File: src/rtl/muldiv_pkg.sv
// Shared encodings for the HI/LO multiply/divide sequencer.
package muldiv_pkg;

    localparam int MD_WIDTH = 32;
    localparam int CNT_W    = $clog2(MD_WIDTH);

    typedef enum logic [1:0] {
        OP_MULTU = 2'b00,
        OP_MULT  = 2'b01,
        OP_DIVU  = 2'b10,
        OP_DIV   = 2'b11
    } op_e;

    typedef enum logic [1:0] {
        IDLE = 2'b00,
        RUN  = 2'b01,
        FIX  = 2'b10
    } state_e;

endpackage

File: src/rtl/muldiv_step.sv
// One combinational iteration: shift-add multiply or restoring divide on a 2*WIDTH accumulator.
module muldiv_step #(
    parameter int WIDTH = 32
) (
    input  logic [2*WIDTH-1:0] acc,
    input  logic [WIDTH-1:0]   opnd,
    input  logic               div_mode,
    output logic [2*WIDTH-1:0] acc_next
);

    logic [WIDTH-1:0] addend;
    logic [WIDTH:0]   sum;
    logic [WIDTH:0]   trial;

    always_comb begin
        addend = acc[0] ? opnd : {WIDTH{1'b0}};
        sum    = {1'b0, acc[2*WIDTH-1:WIDTH]} + {1'b0, addend};
        // Shifted remainder needs WIDTH+1 bits; the top bit of the difference is the borrow.
        trial  = acc[2*WIDTH-1:WIDTH-1] - {1'b0, opnd};
        if (div_mode) begin
            if (!trial[WIDTH]) begin
                acc_next = {trial[WIDTH-1:0], acc[WIDTH-2:0], 1'b1};
            end else begin
                acc_next = {acc[2*WIDTH-2:0], 1'b0};
            end
        end else begin
            acc_next = {sum, acc[WIDTH-1:1]};
        end
    end

endmodule

File: src/rtl/muldiv_sequencer.sv
// Multi-cycle MIPS HI/LO multiply/divide sequencer: one iteration per clock,
// sign fix-up at the end, and stall generation for HI/LO accesses while busy.
module muldiv_sequencer
    import muldiv_pkg::*;
#(
    parameter int WIDTH = 32
) (
    input  logic             clk,
    input  logic             reset,
    input  logic             start,
    input  logic [1:0]       op,
    input  logic [WIDTH-1:0] a,
    input  logic [WIDTH-1:0] b,
    input  logic             hi_we,
    input  logic             lo_we,
    input  logic [WIDTH-1:0] wdata,
    input  logic             hi_re,
    input  logic             lo_re,
    output logic [WIDTH-1:0] hi,
    output logic [WIDTH-1:0] lo,
    output logic             busy,
    output logic             done,
    output logic             stall
);

    localparam int CW = $clog2(WIDTH);

    state_e             state_q, state_d;
    logic [CW-1:0]      cnt_q, cnt_d;
    logic [2*WIDTH-1:0] acc_q, acc_d, acc_step;
    logic [WIDTH-1:0]   opnd_q, opnd_d;
    logic [WIDTH-1:0]   dvd_q, dvd_d;
    logic [WIDTH-1:0]   hi_q, hi_d, lo_q, lo_d;
    logic               is_div_q, is_div_d;
    logic               res_neg_q, res_neg_d;
    logic               a_neg_q, a_neg_d;
    logic               done_q, done_d;

    logic               signed_op, a_neg, b_neg;
    logic [WIDTH-1:0]   a_abs, b_abs, quo_fix, rem_fix;
    logic [2*WIDTH-1:0] prod_fix;

    assign signed_op = (op == OP_MULT) || (op == OP_DIV);
    assign a_neg     = signed_op & a[WIDTH-1];
    assign b_neg     = signed_op & b[WIDTH-1];
    assign a_abs     = a_neg ? -a : a;
    assign b_abs     = b_neg ? -b : b;

    // Remainder follows the dividend's sign; quotient/product follow the XOR of signs.
    assign prod_fix  = res_neg_q ? -acc_q : acc_q;
    assign quo_fix   = res_neg_q ? -acc_q[WIDTH-1:0] : acc_q[WIDTH-1:0];
    assign rem_fix   = a_neg_q ? -acc_q[2*WIDTH-1:WIDTH] : acc_q[2*WIDTH-1:WIDTH];

    muldiv_step #(.WIDTH(WIDTH)) u_step (
        .acc      (acc_q),
        .opnd     (opnd_q),
        .div_mode (is_div_q),
        .acc_next (acc_step)
    );

    always_comb begin
        state_d   = state_q;
        cnt_d     = cnt_q;
        acc_d     = acc_q;
        opnd_d    = opnd_q;
        dvd_d     = dvd_q;
        hi_d      = hi_q;
        lo_d      = lo_q;
        is_div_d  = is_div_q;
        res_neg_d = res_neg_q;
        a_neg_d   = a_neg_q;
        done_d    = 1'b0;
        unique case (state_q)
            IDLE: begin
                if (start) begin
                    is_div_d  = op[1];
                    opnd_d    = op[1] ? b_abs : a_abs;
                    acc_d     = {{WIDTH{1'b0}}, (op[1] ? a_abs : b_abs)};
                    dvd_d     = a;
                    res_neg_d = a_neg ^ b_neg;
                    a_neg_d   = a_neg;
                    cnt_d     = '0;
                    state_d   = RUN;
                end else begin
                    if (hi_we) hi_d = wdata;
                    if (lo_we) lo_d = wdata;
                end
            end
            RUN: begin
                acc_d = acc_step;
                cnt_d = cnt_q + 1'b1;
                if (cnt_q == CW'(WIDTH - 1)) state_d = FIX;
            end
            FIX: begin
                if (is_div_q) begin
                    // Divide by zero: all-ones quotient, dividend passed through as remainder.
                    if (opnd_q == '0) begin
                        lo_d = '1;
                        hi_d = dvd_q;
                    end else begin
                        lo_d = quo_fix;
                        hi_d = rem_fix;
                    end
                end else begin
                    {hi_d, lo_d} = prod_fix;
                end
                done_d  = 1'b1;
                state_d = IDLE;
            end
            default: state_d = IDLE;
        endcase
    end

    always_ff @(posedge clk) begin
        if (reset) begin
            state_q <= IDLE;
            cnt_q   <= '0;
            hi_q    <= '0;
            lo_q    <= '0;
            done_q  <= 1'b0;
        end else begin
            state_q <= state_d;
            cnt_q   <= cnt_d;
            hi_q    <= hi_d;
            lo_q    <= lo_d;
            done_q  <= done_d;
        end
    end

    always_ff @(posedge clk) begin
        acc_q     <= acc_d;
        opnd_q    <= opnd_d;
        dvd_q     <= dvd_d;
        is_div_q  <= is_div_d;
        res_neg_q <= res_neg_d;
        a_neg_q   <= a_neg_d;
    end

    assign hi    = hi_q;
    assign lo    = lo_q;
    assign busy  = (state_q != IDLE);
    assign done  = done_q;
    assign stall = busy & (start | hi_re | lo_re | hi_we | lo_we);

endmodule
File: config.mk
export PLATFORM = sky130hd
export DESIGN_NAME = muldiv_sequencer
export DESIGN_NICKNAME = d
export VERILOG_FILES = /design/src/rtl/muldiv_pkg.sv /design/src/rtl/muldiv_step.sv /design/src/rtl/muldiv_sequencer.sv
export SDC_FILE = /design/constraint.sdc
export NUM_CORES = 1
export LEC_CHECK = 0
export CELL_PAD_IN_SITES_DETAIL_PLACEMENT = 1
export CELL_PAD_IN_SITES_GLOBAL_PLACEMENT = 1
export CORE_UTILIZATION = 44
export DETAILED_ROUTE_END_ITERATION = 10
export GPL_TIMING_DRIVEN = 0
export PLACE_DENSITY = 0.85
export SYNTH_ARGS = -nofsm -noshare
export SYNTH_HDL_FRONTEND = slang
export SYNTH_SLANG_ARGS = --single-unit
File: constraint.sdc
create_clock -name clk -period 5.7 [get_ports clk]
set_input_delay 1.14 -clock clk [delete_from_list [all_inputs] [get_ports clk]]
set_output_delay 1.14 -clock clk [all_outputs]
set_load 0.02 [all_outputs]
==> metrics.cfg <==
[sta]
grt_setup_unrepaired=false
max_slew.worst_pin.slew_ps=1260
hold_violations=0
layout_setup_ws_ps=381
timing.final.setup_violations=0
final-max-slew-violation-count=0
final.period_utilization_pct=93.3
achievable-frequency_mhz=188
relSlewSlack_pct=16.2
time_the_final_worst_path_needs_with_i_o_delays_and_setup_ps=5320
timing.clock.skew_ps=28.5

[synthesis]
synth_enable_flop_cells=131
average_footprint_of_a_synthesized_cell_um2=8.18
ys_top_cells_by_area=sky130_fd_sc_hd__edfxtp_1 24%, sky130_fd_sc_hd__dfxtp_1 8.9%, sky130_fd_sc_hd__xnor2_1 6.4%
async_reset_ff_share_pct=0
post_synth_cell_types=75
ys.warnings.count=0
synth_cells=1982
part_of_the_yosys_area_used_for_sequential_elements_pct=33.2
synth.cell_area_mm2=0.0162
postSynthNetCount=2159
synthFlopType=sky130_fd_sc_hd__edfxtp_1
ys_seq_elements=203
yosys.area.top_type=sky130_fd_sc_hd__edfxtp_1
synth_top_area_share_pct=24.3

[grt]
grt_first_pass_wirelength_um=114000
globalRouteTotalUtil_pct=40.7
largest_net_degree_at_the_start_of_global_routing=66
antenna_violations_before_repair=3
globalRouteOverflowTotal=0
number_of_global_route_vias_before_repair=17400

[floorplanning]
io_pins=172
fp.dieH_um=194
design.die.area_mm2=0.0376
core_mm2=0.0359
initial_core_util_pct=45.1
floorplan.die.width_um=194
fp-row-count=69

[clock_network]
post_cts_resized=0
insertion_delay_ps=560
clock-sinks=203
cts-buffers-inserted=24
cts_root_buf=sky130_fd_sc_hd__clkbuf_16
cts_tree=done
clk_path_buf_depth=3
post_cts.repair.setup_buffers=0
cts.reportedPaths.clkPinSlew_ps=70
h-tree-depth=1

[critical_path]
required_ps=5950
worst_setup_path_end_kind=register
worst-path-buf-inv=1
cpMaxStageDelayCell=sky130_fd_sc_hd__edfxtp_1
crit_chain=inv_1 -> nor2_1 -> ha_1 -> a2111oi_0 -> o21ai_0 -> a211oi_1 -> a31oi_1 -> a41oi_1 -> o21ai_0 -> xor2_1 -> o21ai_0 -> a31oi_1
timing.setup.critical_path_class=register to register
startpoint_type=register
critical_path_fanout_max=14
library_cell_appearing_most_often_on_the_critical_path=sky130_fd_sc_hd__o21ai_0
critical_path_arrival_ps=5570
critical-path-max-stage-delay_ps=810
worst_path_dominant_cell_family=compound AO/OA/AOI/OAI gates

[flow_run]
drv_cap=0

[place]
number_of_i_o_port_buffers=170
place.detailed.hpwl_um=62300
placed_cell_area_mm2=0.0185
dpl_worst_slack_ps=391
place.gp.congestion=0.999

[route]
num_vias=17400
finalWirelength_um=77900
final_antenna_net_count=0
first_pass_iters=5
route.detailed.vias_per_inst=6.54
route.detailed.wl_per_inst_um=29.3
route.detailed.drc=0
detailedRoute.firstIterationViolations=1827

[final_layout]
drive_above_1_share_pct=3.51
layout.nets=2355
syn_to_final_growth_pct=19.0
final_cell_mix=229 x sky130_fd_sc_hd__nor2_1, 218 x sky130_fd_sc_hd__nand2_1, 196 x sky130_fd_sc_hd__a21oi_1
post-route-cell-area_mm2=0.0193
final_common_cell=sky130_fd_sc_hd__nor2_1

[pwr]
leakage_nw=7.24
p_per_area_mw_per_mm2=287
power.ir.vdd_worst_mv=0.183

[outcome]
status=complete, no violations

[worst_hold_path]
hold_path_class=register to register

==> cell type report <==
cell class,count,area (um2)
Inverter,73,277
Fill cell,4352,16600
Sequential cell,203,5380
Clock buffer,34,701
Multi-Input combinational cell,1582,10100
Antenna cell,2,5.00
Clock inverter,10,75.1
Tap cell,461,577
Buffer,123,470
Timing Repair Buffer,171,1720
==> synth_stat cells (all sizes together), types with 7 or more instances <==
library cell  count
a211oi           33
a21o             25
a21oi           196
a311oi           23
a31oi            19
a41oi             8
and2              7
and3             13
buf              19
clkbuf          105
dfxtp            72
edfxtp          131
ha               70
inv              73
mux2i            68
nand2           218
nand2b           11
nand3            25
nand4            19
nor2            229
nor2b            16
nor3             29
nor4             22
o211ai           31
o21a              9
o21ai           136
o21bai            8
o221ai           25
o22ai             9
o31ai            29
o41ai            16
or2               9
or3              17
or4              11
xnor2           118
xor2             75
==> repair_timing <==
action                                  CTS  global route
hold buffers                              0             0
endpoints found under the setup margin    0             3
hold endpoints to repair                  0             0
==> power by group <==
part           internal, mW  switching (mW)
sequential             1.74           0.224
clock                 0.865           0.693
combinational         0.727            1.29
==> path summary, 6_finish.rpt <==
| path | endpoint | start | depth (start not counted) | slack, ps |
|---|---|---|---|---|
| hold reg to reg | lo[15] | lo[15] | 2 | 450 |
| setup reg to reg | acc_q[58] | acc_q[0] | 12 | 380 |
| hold / removal | lo[15] | lo[15] | 2 | 450 |
| setup / recovery | acc_q[58] | acc_q[0] | 12 | 380 |
==> cell families after synthesis <==
group	Yosys count	synth area share (%)
AOI/OAI and AO/OA	605	23.7
adders and majority gates	72	5.65
muxes	72	4.48
buffers and inverters	197	4.62
xor gates and xnor gates	193	10.4
DFF	203	33.2
and+or+nand+nor	640	18.0
==> routing by layer <==
metal | routed length (um) | up-vias | part of all wire [%] | global-route usage (%)
li1 | - | 7635 | - | -
met1 | 32400 | 8627 | 42 | 55.1
met2 | 35000 | 940 | 45 | 65.2
met3 | 7290 | 189 | 9.4 | 6.70
met4 | 3120 | 2 | 4.0 | 14.8
met5 | 13 | - | 0.017 | 0
==> state kept, by name (all words and copies together) (netlist names) <==
| name | cells |
|---|---|
| a_neg_q | 1 |
| state_q | 2 |
| is_div_q | 1 |
| opnd_q | 32 |
| acc_q | 64 |
| res_neg_q | 1 |
| lo | 32 |
| done | 1 |
| hi | 32 |
| dvd_q | 32 |
| cnt_q | 5 |
==> stage by stage <==
stage	util [%]	std cells	power, mW	setup TNS, ps	hold slack [ps]
after floorplan	-	1982	3.12	0	439
after global placement	51.5	2613	3.85	-43840	442
after detailed placement	51.5	2614	3.92	0	446
after CTS	53.7	2658	5.45	0	453
after global routing	53.7	2657	5.71	0	471
final	53.7	2659	5.53	0	453
==> worst min-delay path: stages, from the launching register on <==
cell                      delay [ps]
sky130_fd_sc_hd__dfxtp_1         310
sky130_fd_sc_hd__nand2_1          50
sky130_fd_sc_hd__a21oi_1          50
Note: power is estimated with default switching activity, not from simulation.
